**src/rtl/multicycle_ctrl.sv**
```systemverilog
// Multi-cycle control FSM for the MIPS-subset CPU: sequences FETCH/DECODE/EXEC/MEM/WB,
// waits on memory with a bounded timeout, and keeps a sticky trap plus a retired count.
module multicycle_ctrl #(
  parameter int ALU_OP_W    = 4,
  parameter int MEM_TIMEOUT = 16,
  parameter int COUNT_W     = 32
) (
  input  logic                clk_i,
  input  logic                rst_i,
  input  logic [5:0]          instr_op_i,
  input  logic [5:0]          funct_i,
  input  logic                mem_ready_i,
  output logic                pc_write_o,
  output logic                pc_write_cond_o,
  output logic [1:0]          pc_src_o,
  output logic                ir_write_o,
  output logic                i_or_d_o,
  output logic                mem_read_o,
  output logic                mem_write_o,
  output logic [1:0]          alu_src_o,
  output logic [ALU_OP_W-1:0] alu_op_o,
  output logic                reg_write_o,
  output logic [1:0]          reg_dst_o,
  output logic [1:0]          wb_sel_o,
  output logic [2:0]          state_o,
  output logic                trap_o,
  output logic [COUNT_W-1:0]  retired_o
);

  typedef enum logic [2:0] {
    S_FETCH  = 3'd0,
    S_DECODE = 3'd1,
    S_EXEC   = 3'd2,
    S_MEM    = 3'd3,
    S_WB     = 3'd4,
    S_TRAP   = 3'd7
  } state_t;

  localparam logic [5:0] OP_R     = 6'b000000;
  localparam logic [5:0] OP_LW    = 6'b100011;
  localparam logic [5:0] OP_SW    = 6'b101011;
  localparam logic [5:0] OP_BLEZ  = 6'b000110;
  localparam logic [5:0] OP_BGTZ  = 6'b000111;
  localparam logic [5:0] OP_J     = 6'b000010;
  localparam logic [5:0] OP_JAL   = 6'b000011;
  localparam logic [5:0] OP_ADDI  = 6'b001000;
  localparam logic [5:0] OP_SLTIU = 6'b001011;
  localparam logic [5:0] OP_BEQ   = 6'b000100;
  localparam logic [5:0] OP_LUI   = 6'b001111;
  localparam logic [5:0] OP_ORI   = 6'b001101;
  localparam logic [5:0] OP_BNE   = 6'b000101;
  localparam logic [5:0] FN_JR    = 6'b001000;

  localparam int WAIT_W = (MEM_TIMEOUT > 1) ? $clog2(MEM_TIMEOUT) : 1;
  localparam logic [WAIT_W-1:0] WAIT_LAST = WAIT_W'(MEM_TIMEOUT - 1);

  state_t              state_q, state_d;
  logic [5:0]          op_q, op_d, funct_q, funct_d;
  logic [WAIT_W-1:0]   wait_q, wait_d;
  logic [COUNT_W-1:0]  retired_q, retired_d;
  logic                timeout_hit;
  logic [3:0]          alu4;

  function automatic logic is_supported(input logic [5:0] op);
    case (op)
      OP_R, OP_LW, OP_SW, OP_BLEZ, OP_BGTZ, OP_J, OP_JAL, OP_ADDI,
      OP_SLTIU, OP_BEQ, OP_LUI, OP_ORI, OP_BNE: is_supported = 1'b1;
      default:                                  is_supported = 1'b0;
    endcase
  endfunction

  // Handshake: the memory request (mem_read_o/mem_write_o) is held every cycle of
  // FETCH/MEM; mem_ready_i high in a cycle completes it at that cycle's rising edge.
  assign timeout_hit = (MEM_TIMEOUT != 0) && (wait_q == WAIT_LAST);

  always_comb begin
    state_d   = state_q;
    op_d      = op_q;
    funct_d   = funct_q;
    wait_d    = wait_q;
    retired_d = retired_q;
    case (state_q)
      S_FETCH: begin
        if (mem_ready_i)      state_d = S_DECODE;
        else if (timeout_hit) state_d = S_TRAP;
        else if (MEM_TIMEOUT != 0) wait_d = wait_q + WAIT_W'(1);
      end
      S_DECODE: begin
        op_d    = instr_op_i;
        funct_d = funct_i;
        if (instr_op_i == OP_J)                             state_d = S_FETCH;
        else if (instr_op_i == OP_JAL)                      state_d = S_WB;
        else if (instr_op_i == OP_R && funct_i == FN_JR)    state_d = S_FETCH;
        else if (is_supported(instr_op_i))                  state_d = S_EXEC;
        else                                                state_d = S_TRAP;
      end
      S_EXEC: begin
        case (op_q)
          OP_BEQ, OP_BNE, OP_BLEZ, OP_BGTZ: state_d = S_FETCH;
          OP_LW, OP_SW:                     state_d = S_MEM;
          default:                          state_d = S_WB;
        endcase
      end
      S_MEM: begin
        if (mem_ready_i)      state_d = (op_q == OP_LW) ? S_WB : S_FETCH;
        else if (timeout_hit) state_d = S_TRAP;
        else if (MEM_TIMEOUT != 0) wait_d = wait_q + WAIT_W'(1);
      end
      S_WB:    state_d = S_FETCH;
      S_TRAP:  state_d = S_TRAP;
      default: state_d = S_TRAP;
    endcase
    // Any state change restarts the wait count, so each FETCH/MEM entry begins at 0.
    if (state_d != state_q) wait_d = '0;
    if (state_d == S_FETCH && state_q != S_FETCH && state_q != S_TRAP)
      retired_d = retired_q + COUNT_W'(1);
  end

  always_ff @(posedge clk_i or negedge rst_i) begin
    if (!rst_i) begin
      state_q   <= S_FETCH;
      op_q      <= '0;
      funct_q   <= '0;
      wait_q    <= '0;
      retired_q <= '0;
    end else begin
      state_q   <= state_d;
      op_q      <= op_d;
      funct_q   <= funct_d;
      wait_q    <= wait_d;
      retired_q <= retired_d;
    end
  end

  // Outputs are gated by rst_i so every control drops the instant reset asserts.
  always_comb begin
    pc_write_o      = 1'b0;
    pc_write_cond_o = 1'b0;
    pc_src_o        = 2'd0;
    ir_write_o      = 1'b0;
    i_or_d_o        = 1'b0;
    mem_read_o      = 1'b0;
    mem_write_o     = 1'b0;
    alu_src_o       = 2'd0;
    alu4            = 4'd0;
    reg_write_o     = 1'b0;
    reg_dst_o       = 2'd0;
    wb_sel_o        = 2'd0;
    trap_o          = 1'b0;
    if (rst_i) begin
      case (state_q)
        S_FETCH: begin
          mem_read_o = 1'b1;
          ir_write_o = mem_ready_i;
          pc_write_o = mem_ready_i;
        end
        S_DECODE: begin
          if (instr_op_i == OP_J || instr_op_i == OP_JAL) begin
            pc_write_o = 1'b1;
            pc_src_o   = 2'd2;
          end else if (instr_op_i == OP_R && funct_i == FN_JR) begin
            pc_write_o = 1'b1;
            pc_src_o   = 2'd3;
          end
        end
        S_EXEC: begin
          case (op_q)
            OP_R:     alu4 = 4'b0010;
            OP_LW:    begin alu4 = 4'b1000; alu_src_o = 2'd1; end
            OP_SW:    begin alu4 = 4'b1001; alu_src_o = 2'd1; end
            OP_BLEZ:  alu4 = 4'b1010;
            OP_BGTZ:  alu4 = 4'b1011;
            OP_ADDI:  begin alu4 = 4'b0100; alu_src_o = 2'd1; end
            OP_SLTIU: begin alu4 = 4'b0110; alu_src_o = 2'd2; end
            OP_BEQ:   alu4 = 4'b0001;
            OP_LUI:   alu4 = 4'b0111;
            OP_ORI:   begin alu4 = 4'b0101; alu_src_o = 2'd2; end
            OP_BNE:   alu4 = 4'b0011;
            default:  alu4 = 4'b0000;
          endcase
          if (op_q == OP_BEQ || op_q == OP_BNE || op_q == OP_BLEZ || op_q == OP_BGTZ) begin
            pc_write_cond_o = 1'b1;
            pc_src_o        = 2'd1;
          end
        end
        S_MEM: begin
          i_or_d_o    = 1'b1;
          mem_read_o  = (op_q == OP_LW);
          mem_write_o = (op_q == OP_SW);
        end
        S_WB: begin
          reg_write_o = 1'b1;
          case (op_q)
            OP_R:    reg_dst_o = 2'd1;
            OP_LW:   wb_sel_o  = 2'd1;
            OP_JAL:  begin reg_dst_o = 2'd2; wb_sel_o = 2'd2; end
            default: begin reg_dst_o = 2'd0; wb_sel_o = 2'd0; end
          endcase
        end
        S_TRAP:  trap_o = 1'b1;
        default: trap_o = 1'b0;
      endcase
    end
    alu_op_o = ALU_OP_W'(alu4);
  end

  assign state_o   = state_q;
  assign retired_o = retired_q;

endmodule

```
**config.mk**
```make
export PLATFORM = sky130hd
export DESIGN_NAME = multicycle_ctrl
export DESIGN_NICKNAME = d
export VERILOG_FILES = /design/src/rtl/multicycle_ctrl.sv
export SDC_FILE = /design/constraint.sdc
export NUM_CORES = 1
export LEC_CHECK = 0
export BUFFER_PORTS_ARGS = -buffer_cell sky130_fd_sc_hd__buf_4
export CORE_MARGIN = 5
export CORE_UTILIZATION = 40
export CTS_CLUSTER_SIZE = 40
export DETAILED_ROUTE_END_ITERATION = 6
export PLACE_DENSITY = 0.71
export REMOVE_ABC_BUFFERS = 1
export SYNTH_ARGS = -nofsm -noshare
export SYNTH_HDL_FRONTEND = slang
export SYNTH_SLANG_ARGS = --single-unit
```
**constraint.sdc**
```tcl
create_clock -name clk_i -period 2.4 [get_ports clk_i]
set_clock_uncertainty 0.2 [all_clocks]
set_input_delay 0.48 -clock clk_i [delete_from_list [all_inputs] [get_ports clk_i]]
set_output_delay 0.48 -clock clk_i [all_outputs]
set_load 0.01 [all_outputs]
```
* After elaboration in Yosys (flattened, before gate mapping) *
Memory sizes are Yosys's and may differ from the RTL's.
Index checks and enable logic that the tools add are counted.

storage, ports and cells
  flip-flop bits (word level) = 45
  ROM bits = 64
  input port bits = 15
  output and inout bits = 55
  logic and storage cells = 104
  memories = 1

cells by class
  add/subtract/negate cells = 2
  eq/ne operators = 24
  muxes and demuxes = 54
  reductions and logical operators = 19

memory list
  name             depth  width  read ports  clocked after memory_dff  wr ports  line  text
  (no name shown)  64     1      1           0                         0         65    case (op)

operators with widths
  operator               number
  $pmux 4 s11            1
  $add 32x1->32 const B  1
  $eq 6x4->1 const B     5
  $eq 6x3->1 const B     4
  $mux 3                 8
  $mux 4                 6
  $mux 1                 22
  $eq 6x2->1 const B     3
  $mux 2                 9
  $pmux 2 s2             4
  $pmux 3 s5             1
  $eq 6x6->1 const B     2
  $logic_not 6->1        2
  $eq 3x2->1 const B     2
  $eq 3x3->1 const B     2
  $logic_not 3->1        2
  $pmux 3 s2             1
  $reduce_or 2->1        3
  $add 4x1->4 const B    1
  $eq 4x4->1 const B     1
  $logic_or 1x1->1       4
  $ne 2x1->1 const B     2
  $pmux 1 s2             2
  $reduce_or 4->1        1
  8 further kinds        10

* Longest topological paths before layout *
Gate-level depths: netlist (run 1).

  depth after elaboration = 14
  mapped depth = 9
  gate-level depth less buffers = 8

* Worst setup path after synthesis (run 1) *
OpenSTA, ideal clock, no wires.

  path type = flip-flop to output port
  start point = register state_q[2], in the netlist state_o[2]
  end point = output pc_write_o
  arrival time = 1.772 ns
  data required time = 1.720 ns
  path slack = -0.052 ns
  cell stages (with the launch flop) = 7
  path buffers = 2
  cells stage by stage = dfrtp_1 -> clkbuf_8 -> nor3b_1 -> clkbuf_1 -> nand3_1 -> a21oi_1 -> or2_2

on the way
  longest elaborated chain between the ends = 3
  elaborated cells on any way between the ends = 4
  those cells by class = 1 x eq/ne; 2 x mux; 1 x reduce/logical

RTL lines
  item                                                  line  text
  start, declared                                       57    state_t state_q, state_d;
  start signal, assigned                                127   state_q <= state_d;
  $eq 3x1->1 / $logic_not 3->1 (equally long branches)  n/a
  $pmux 1 s2 (*)                                        151   case (state_q)
  $mux 1 (*)                                            150   if (rst_i) begin
  end, declared                                         13    output logic pc_write_o,

Mark *: on every way between the ends. The rest lies on a longest branch, timed or not.

* Worst setup path after layout (run 1) *
  start point = register state_q[1], in the netlist state_o[1]
  end point = output alu_op_o[0]

on the way
  longest elaborated chain between the ends = 3

RTL lines
  item           line  text
  $eq 3x2->1     151
  $mux 4         151
  $mux 4         150
  end, declared  21    output logic [ALU_OP_W-1:0] alu_op_o,

Every way passes these cells.

==> results.md, run 1 <==
- Status: finished with violations
- Failing checks: negative setup slack
- H-tree Lvls: 2
- Via count: 2872
- Largest family of logic cells by synthesized area: simple AND/OR/NAND/NOR gates
- Static Leakage: 2.02 nW
- Via/cell ratio: 5.46
- Most used DFF post-synth: dfrtp_1
- Mapped Cells: 315
- Ports: 70
- Rows: 31
- Crit-path max FO: 4
- Clk Latency, worst-skew pair: 310 ps
- Simple-Gate Fraction of Synth Area: 0.322
- Die width: 96.6 µm
- Largest net degree at the start of global routing: 40
- Post-layout net count: 447
- XOR/XNOR share of the synthesized area: 0.102
- Wire length per cell: 16.9 µm
- Syn Area/Cell: 9.52 µm²
- Initial Utilization: 0.411
- Tcrit/Tclk final: 1.04
- Clock sink total: 45
- Vias in the first global route: 2641
- Area delta synth->final: 47.2%
- Cts bufs inserted: 5
- Netlist cell types: 60
- Setup violations, final: 5
- HP Class: primary input to async pin
- Worst Setup Start Kind: flip-flop
- Critical Path AT: 1810 ps
- Grt ovf: 0
- Final Critical Period: 2490 ps
- Setup Crit Path Kind: flip-flop to output port
- Seq/Total Area, Yosys: 0.376
- Clk root buf: clkbuf_8
- Number of max-cap violations: 0
- Final Util: 0.605
- Synth Area in Compound Gates: 0.0931
- Max VDD drop: 0.000481 V
- Placer Congestion: 0.850
- Hold Fails Final Rpt: 0
- Max Slew Vio Count: 0
- Post-synthesis register bit count: 45
- # DRC: 0
- Filler cells: 613
- Multi-input logic area: 2040 µm²
- CTS tree: yes
- Slew Limit Headroom: 0.640
- Final worst slack: -88.0 ps
- Reg clk slew, reported paths: 90 ps
- Post-DP HPWL: 6.02 mm
- DP Worst Slack: -364 ps
- Iteration-0 DRC Markers: 209
- First-pass GRT wire length: 13.2 mm
- Post-Synth Adder-Cell Area: 0.0250
- Ant. Diodes: 0
- Commonest cells after routing, fill and taps aside: buf_4, dfrtp_1, xor2_1, nand2_1, nor4_2
- PwrDens: 953 nW/µm²
- Share of layout cells above drive strength 1: 0.480
- Post-Route WL: 8.91 mm
- Initial antenna violation count: 0
- PortBufs: 69
- Worst slew pin tran: 540 ps
- Max Freq: 402 MHz
- Register area: 1130 µm²
- Routed Antenna Nets: 0
- Crit end category: output port
- DIE AREA: 9330 µm²
- Asr flop ratio synth: 1.00
- Worst EP required: 1720 ps
- WHS: 182 ps
- Most common cell after layout, fill and taps aside: buf_4
- Post-synth EDFFs: 0
- Design Power: 0.00420 W
- Die Y: 96.6 µm
- Ys Warns: 0
- Synthesized area: 3000 µm²
- All-Layer GR Usage: 0.180
- First-pass DRT Iterations: 4
- Unrepaired setup endpoints after global routing: true
- Core area: 7290 µm²
- CTS Buffer Depth: 2
- Multiplexer share of the synthesized area: 0.0255
[registers in the layout, summed over array words and instances, names as in the netlist]
name	flops
retired_o	32
wait_q	4
state_o	3
op_q	6
[repair_timing]
action,in CTS,in global routing
pin swaps,8,16
setup endpoints to repair,27,40
gates resized for setup,23,51
hold endpoints to repair,6,0
gates cloned,0,0
hold buffers,1,0
setup buffers,8,6
[worst max-delay path, cell delays in order, from the launching register on]
cell and delay (ps):
dfrtp_1 400, or2b_4 310, or3_4 390, nor4_4 250, buf_4 160
[where the power goes]
part           internal (W)  switching (W)  total [W]
Clock              0.000313       0.000267   0.000580
Sequential         0.000894       0.000156    0.00105
Combinational       0.00110        0.00147    0.00257
Total               0.00231        0.00190    0.00420
[metal layers]
metal / global-route usage / share of wire / up-vias
li1: - / - / 1374
met1: 0.256 / 0.43 / 1413
met2: 0.287 / 0.50 / 70
met3: 0.0271 / 0.047 / 15
met4: 0.0467 / 0.020 / 0
met5: 0 / 0 / -
[per-stage QoR]
stage               instance area (µm²)  setup TNS [ps]  cells
detailed placement                 3830           -9940    503
global route                       4410           -1620    526
floorplan                          2870          -15050    298
finish                             4410            -257    526
CTS                                4100            -152    520
global placement                   3830           -6260    503
[synth_stat cells, types with 2 or more instances]
cell type	n	area share
xor2_1	31	0.091
a31oi_1	2	0.0042
mux2i_1	2	0.0067
nand2b_1	4	0.0083
and4b_1	2	0.0067
nor4_1	23	0.048
ha_1	6	0.025
inv_1	11	0.014
and3_1	8	0.017
nand3_1	17	0.028
mux2_2	4	0.015
nand4_1	8	0.017
o31a_1	2	0.0058
buf_6	6	0.023
clkbuf_1	7	0.0088
dfrtp_1	45	0.38
nor2_1	19	0.024
nand2_1	30	0.038
or4_1	3	0.0075
and4_1	2	0.0058
nor3b_1	2	0.0050
or2_2	2	0.0042
xnor2_1	4	0.012
nor3_1	12	0.020
o21ai_0	11	0.018
nor4_2	9	0.038
a21oi_1	10	0.017
[cell families (layout without fill, tap and decap cells)]
group / count (synthesis) / after routing
buf+inv: 28 / 140
simple gates: 156 / 156
mux: 7 / 7
fa+ha+maj: 6 / 6
xor+xnor: 35 / 35
flops: 45 / 45
compound gates: 38 / 38
[area by class of cell]
type / count / area share
Multi-Input combinational cell: 242 / 0.462
Clock buffer: 6 / 0.0164
Clock inverter: 2 / 0.00879
Tap cell: 99 / 0.0281
Timing Repair Buffer: 121 / 0.219
Sequential cell: 45 / 0.255
Inverter: 11 / 0.0102
[worst paths after layout]
check | end | depth (start not counted) | slack, ps | startpoint
worst max-delay path | alu_op_o[0] | 4 | -90 | state_o[1]
worst min-delay path | retired_o[24] | 3 | 180 | rst_i
worst max register to register | retired_o[31] | 7 | 20 | op_q[5]
worst min register to register | retired_o[31] | 1 | 270 | retired_o[31]
max in group asynchronous | op_q[4] | 3 | 1220 | rst_i
min in group clk_i | op_q[4] | 2 | 260 | instr_op_i[4]
Note: power is estimated with default switching activity, not from simulation.
==> run 2: changes to the inputs <==
CORE_MARGIN = not set   (was 5)
CTS_CLUSTER_SIZE = not set   (was 40)
clock period = 2.8 ns   (was 2.4 ns; I/O delays follow)
==> run 2 against run 1 <==
  * The flow now finishes without violations
  * Critical path depth did not move
  * Setup slack better by 150 ps
  * Non-clock buffer count shrank 35
  * Via count down 6.1%
  * Global-route usage up 1.2 points
  * Design area down 15%
  * Core utilization decreased by 8.7 points
  * Sequential cell count did not move
  * Cell count down 6.8%
  * Critical endpoint unchanged
==> results.md, run 2 (same netlist as run 1, synthesis figures left out) <==
- Max Slew Vio Count: 0 (unchanged)
- CTS Buffer Depth: 2 (unchanged)
- PortBufs: 69 (unchanged)
- Cts bufs inserted: 5 (unchanged)
- Hold Fails Final Rpt: 0 (unchanged)
- HP Class: primary input to async pin
- Crit-path max FO: 5 (+1)
- CTS tree: yes
- DP Worst Slack: -184 ps (+180 ps)
- Max Freq: 366 MHz
- Worst Setup Start Kind: flip-flop
- Postcts setup bufs: 0 (-8)
- Via count: 2697 (-6.1%)
- Clk Latency, worst-skew pair: 300 ps (about the same)
- Area delta synth->final: 25.3%
- Die Y: 88.6 µm (-8.3%)
- Vias in the first global route: 2498 (-5.4%)
- Wire length per cell: 14.9 µm (-12%)
- Core area: 7250 µm² (-0.53%)
- Worst EP required: 2040 ps (+320 ps)
- Reg clk slew, reported paths: 80 ps (about the same)
- Via/cell ratio: 5.50 (+0.81%)
- Crit end category: output port
- Setup TNS: 0 ps (+257 ps)
- Clk root buf: clkbuf_8
- Largest net degree at the start of global routing: 38 (-5.0%)
- Post-DP HPWL: 5.28 mm (-12%)
- # DRC: 0 (unchanged)
- Tcrit/Tclk final: 0.977
- Static Leakage: 1.77 nW (-13%)
- Routed Antenna Nets: 0 (unchanged)
- Rows: 31 (unchanged)
- First-pass GRT wire length: 11.8 mm (-10%)
- Filler cells: 662 (+8.0%)
- Worst slew pin tran: 773 ps (+233 ps)
- Initial Utilization: 0.413 (+0.00220)
- Number of max-cap violations: 0 (unchanged)
- Placer Congestion: 0.824 (-3.1%)
- Post-Route WL: 7.31 mm (-18%)
- Ports: 70 (unchanged)
- Unrepaired setup endpoints after global routing: false
- Final worst slack: 64.7 ps (+153 ps)
- Setup violations, final: 0 (-5)
- PwrDens: 751 nW/µm² (-21%)
- Clock sink total: 45 (unchanged)
- Slew Limit Headroom: 0.483 (-0.157)
- First-pass DRT Iterations: 5 (+1)
- Post-layout net count: 412 (-7.8%)
- Max VDD drop: 0.000426 V (-11%)
- Initial antenna violation count: 0 (unchanged)
- Most common cell after layout, fill and taps aside: buf_4
- DIE AREA: 7840 µm² (-16%)
- H-tree Lvls: 2 (unchanged)
- Ant. Diodes: 0 (unchanged)
- Setup Crit Path Kind: flip-flop to output port
- Share of layout cells above drive strength 1: 0.315 (-0.166)
- Status: completed
- Iteration-0 DRC Markers: 158 (-24%)
- Die width: 88.6 µm (-8.3%)
- All-Layer GR Usage: 0.192 (+0.0117)
- Critical Path AT: 1980 ps (+170 ps)
- Commonest cells after routing, fill and taps aside: buf_4, dfrtp_1, xor2_1, nand2_1, nor4_1
- Grt ovf: 0 (unchanged)
- Number of flip-flops in the largest register: 32 (unchanged)
- Final Critical Period: 2740 ps
==> run 2: worst paths after layout <==
path	startpoint	to	slack (ps)	cells past startpoint
max	state_o[0]	alu_op_o[0]	60	4
min	rst_i	state_o[2]	250	3
max reg2reg	op_q[4]	retired_o[1]	180	6
min reg2reg	retired_o[31]	retired_o[31]	290	1
max in group asynchronous	rst_i	retired_o[31]	1490	3
min in group clk_i	retired_o[31]	retired_o[31]	290	1
==> run 2: through the flow <==
stage | std cells | total power, W | area (µm²) | util | hold slack [ps]
floorplan | 298 | 0.00182 | 2870 | - | 64.4
global placement | 482 | 0.00235 | 3640 | 0.503 | 279
detailed placement | 482 | 0.00239 | 3640 | 0.503 | 280
CTS | 490 | 0.00280 | 3740 | 0.516 | 260
global route | 490 | 0.00302 | 3760 | 0.518 | 292
finish | 490 | 0.00282 | 3760 | 0.518 | 247
==> run 2: power by group <==
part           switching, W  internal (W)
logic              0.000861      0.000586
registers          0.000194      0.000764
clock network      0.000219      0.000196
total               0.00127       0.00155
==> run 2: routing by layer <==
metal	part of all wire	wire length, µm	global-route usage	vias to the layer above
met5	0	0	0	-
met4	0.013	95	0.0616	0
met3	0.037	270	0.0196	10
met2	0.50	3660	0.330	76
met1	0.45	3280	0.254	1311
li1	-	-	-	1300
==> run 2: final cells by class <==
type                    instances  area, µm²  share of cell area
multi-input cells             242       1720               0.458
flip-flops and latches         45       1130               0.300
repair buffers                 86        661               0.176
well taps                      99        124              0.0330
clock buffers                   7       86.3              0.0230
inverters                      11       41.3              0.0110
==> run 2: critical path, stage by stage, from the launching register on <==
cell and delay (ps):
dfrtp_1 390, or2b_2 340, or3_2 520, nor4_2 270, buf_4 160
==> run 2: timing repair <==
| item | in CTS | in global routing |
|---|---|---|
| setup endpoints to repair | 0 | 3 |
| hold endpoints to repair | 8 | 0 |
| resized for setup | 0 | 3 |
| hold buffers | 1 | 0 |
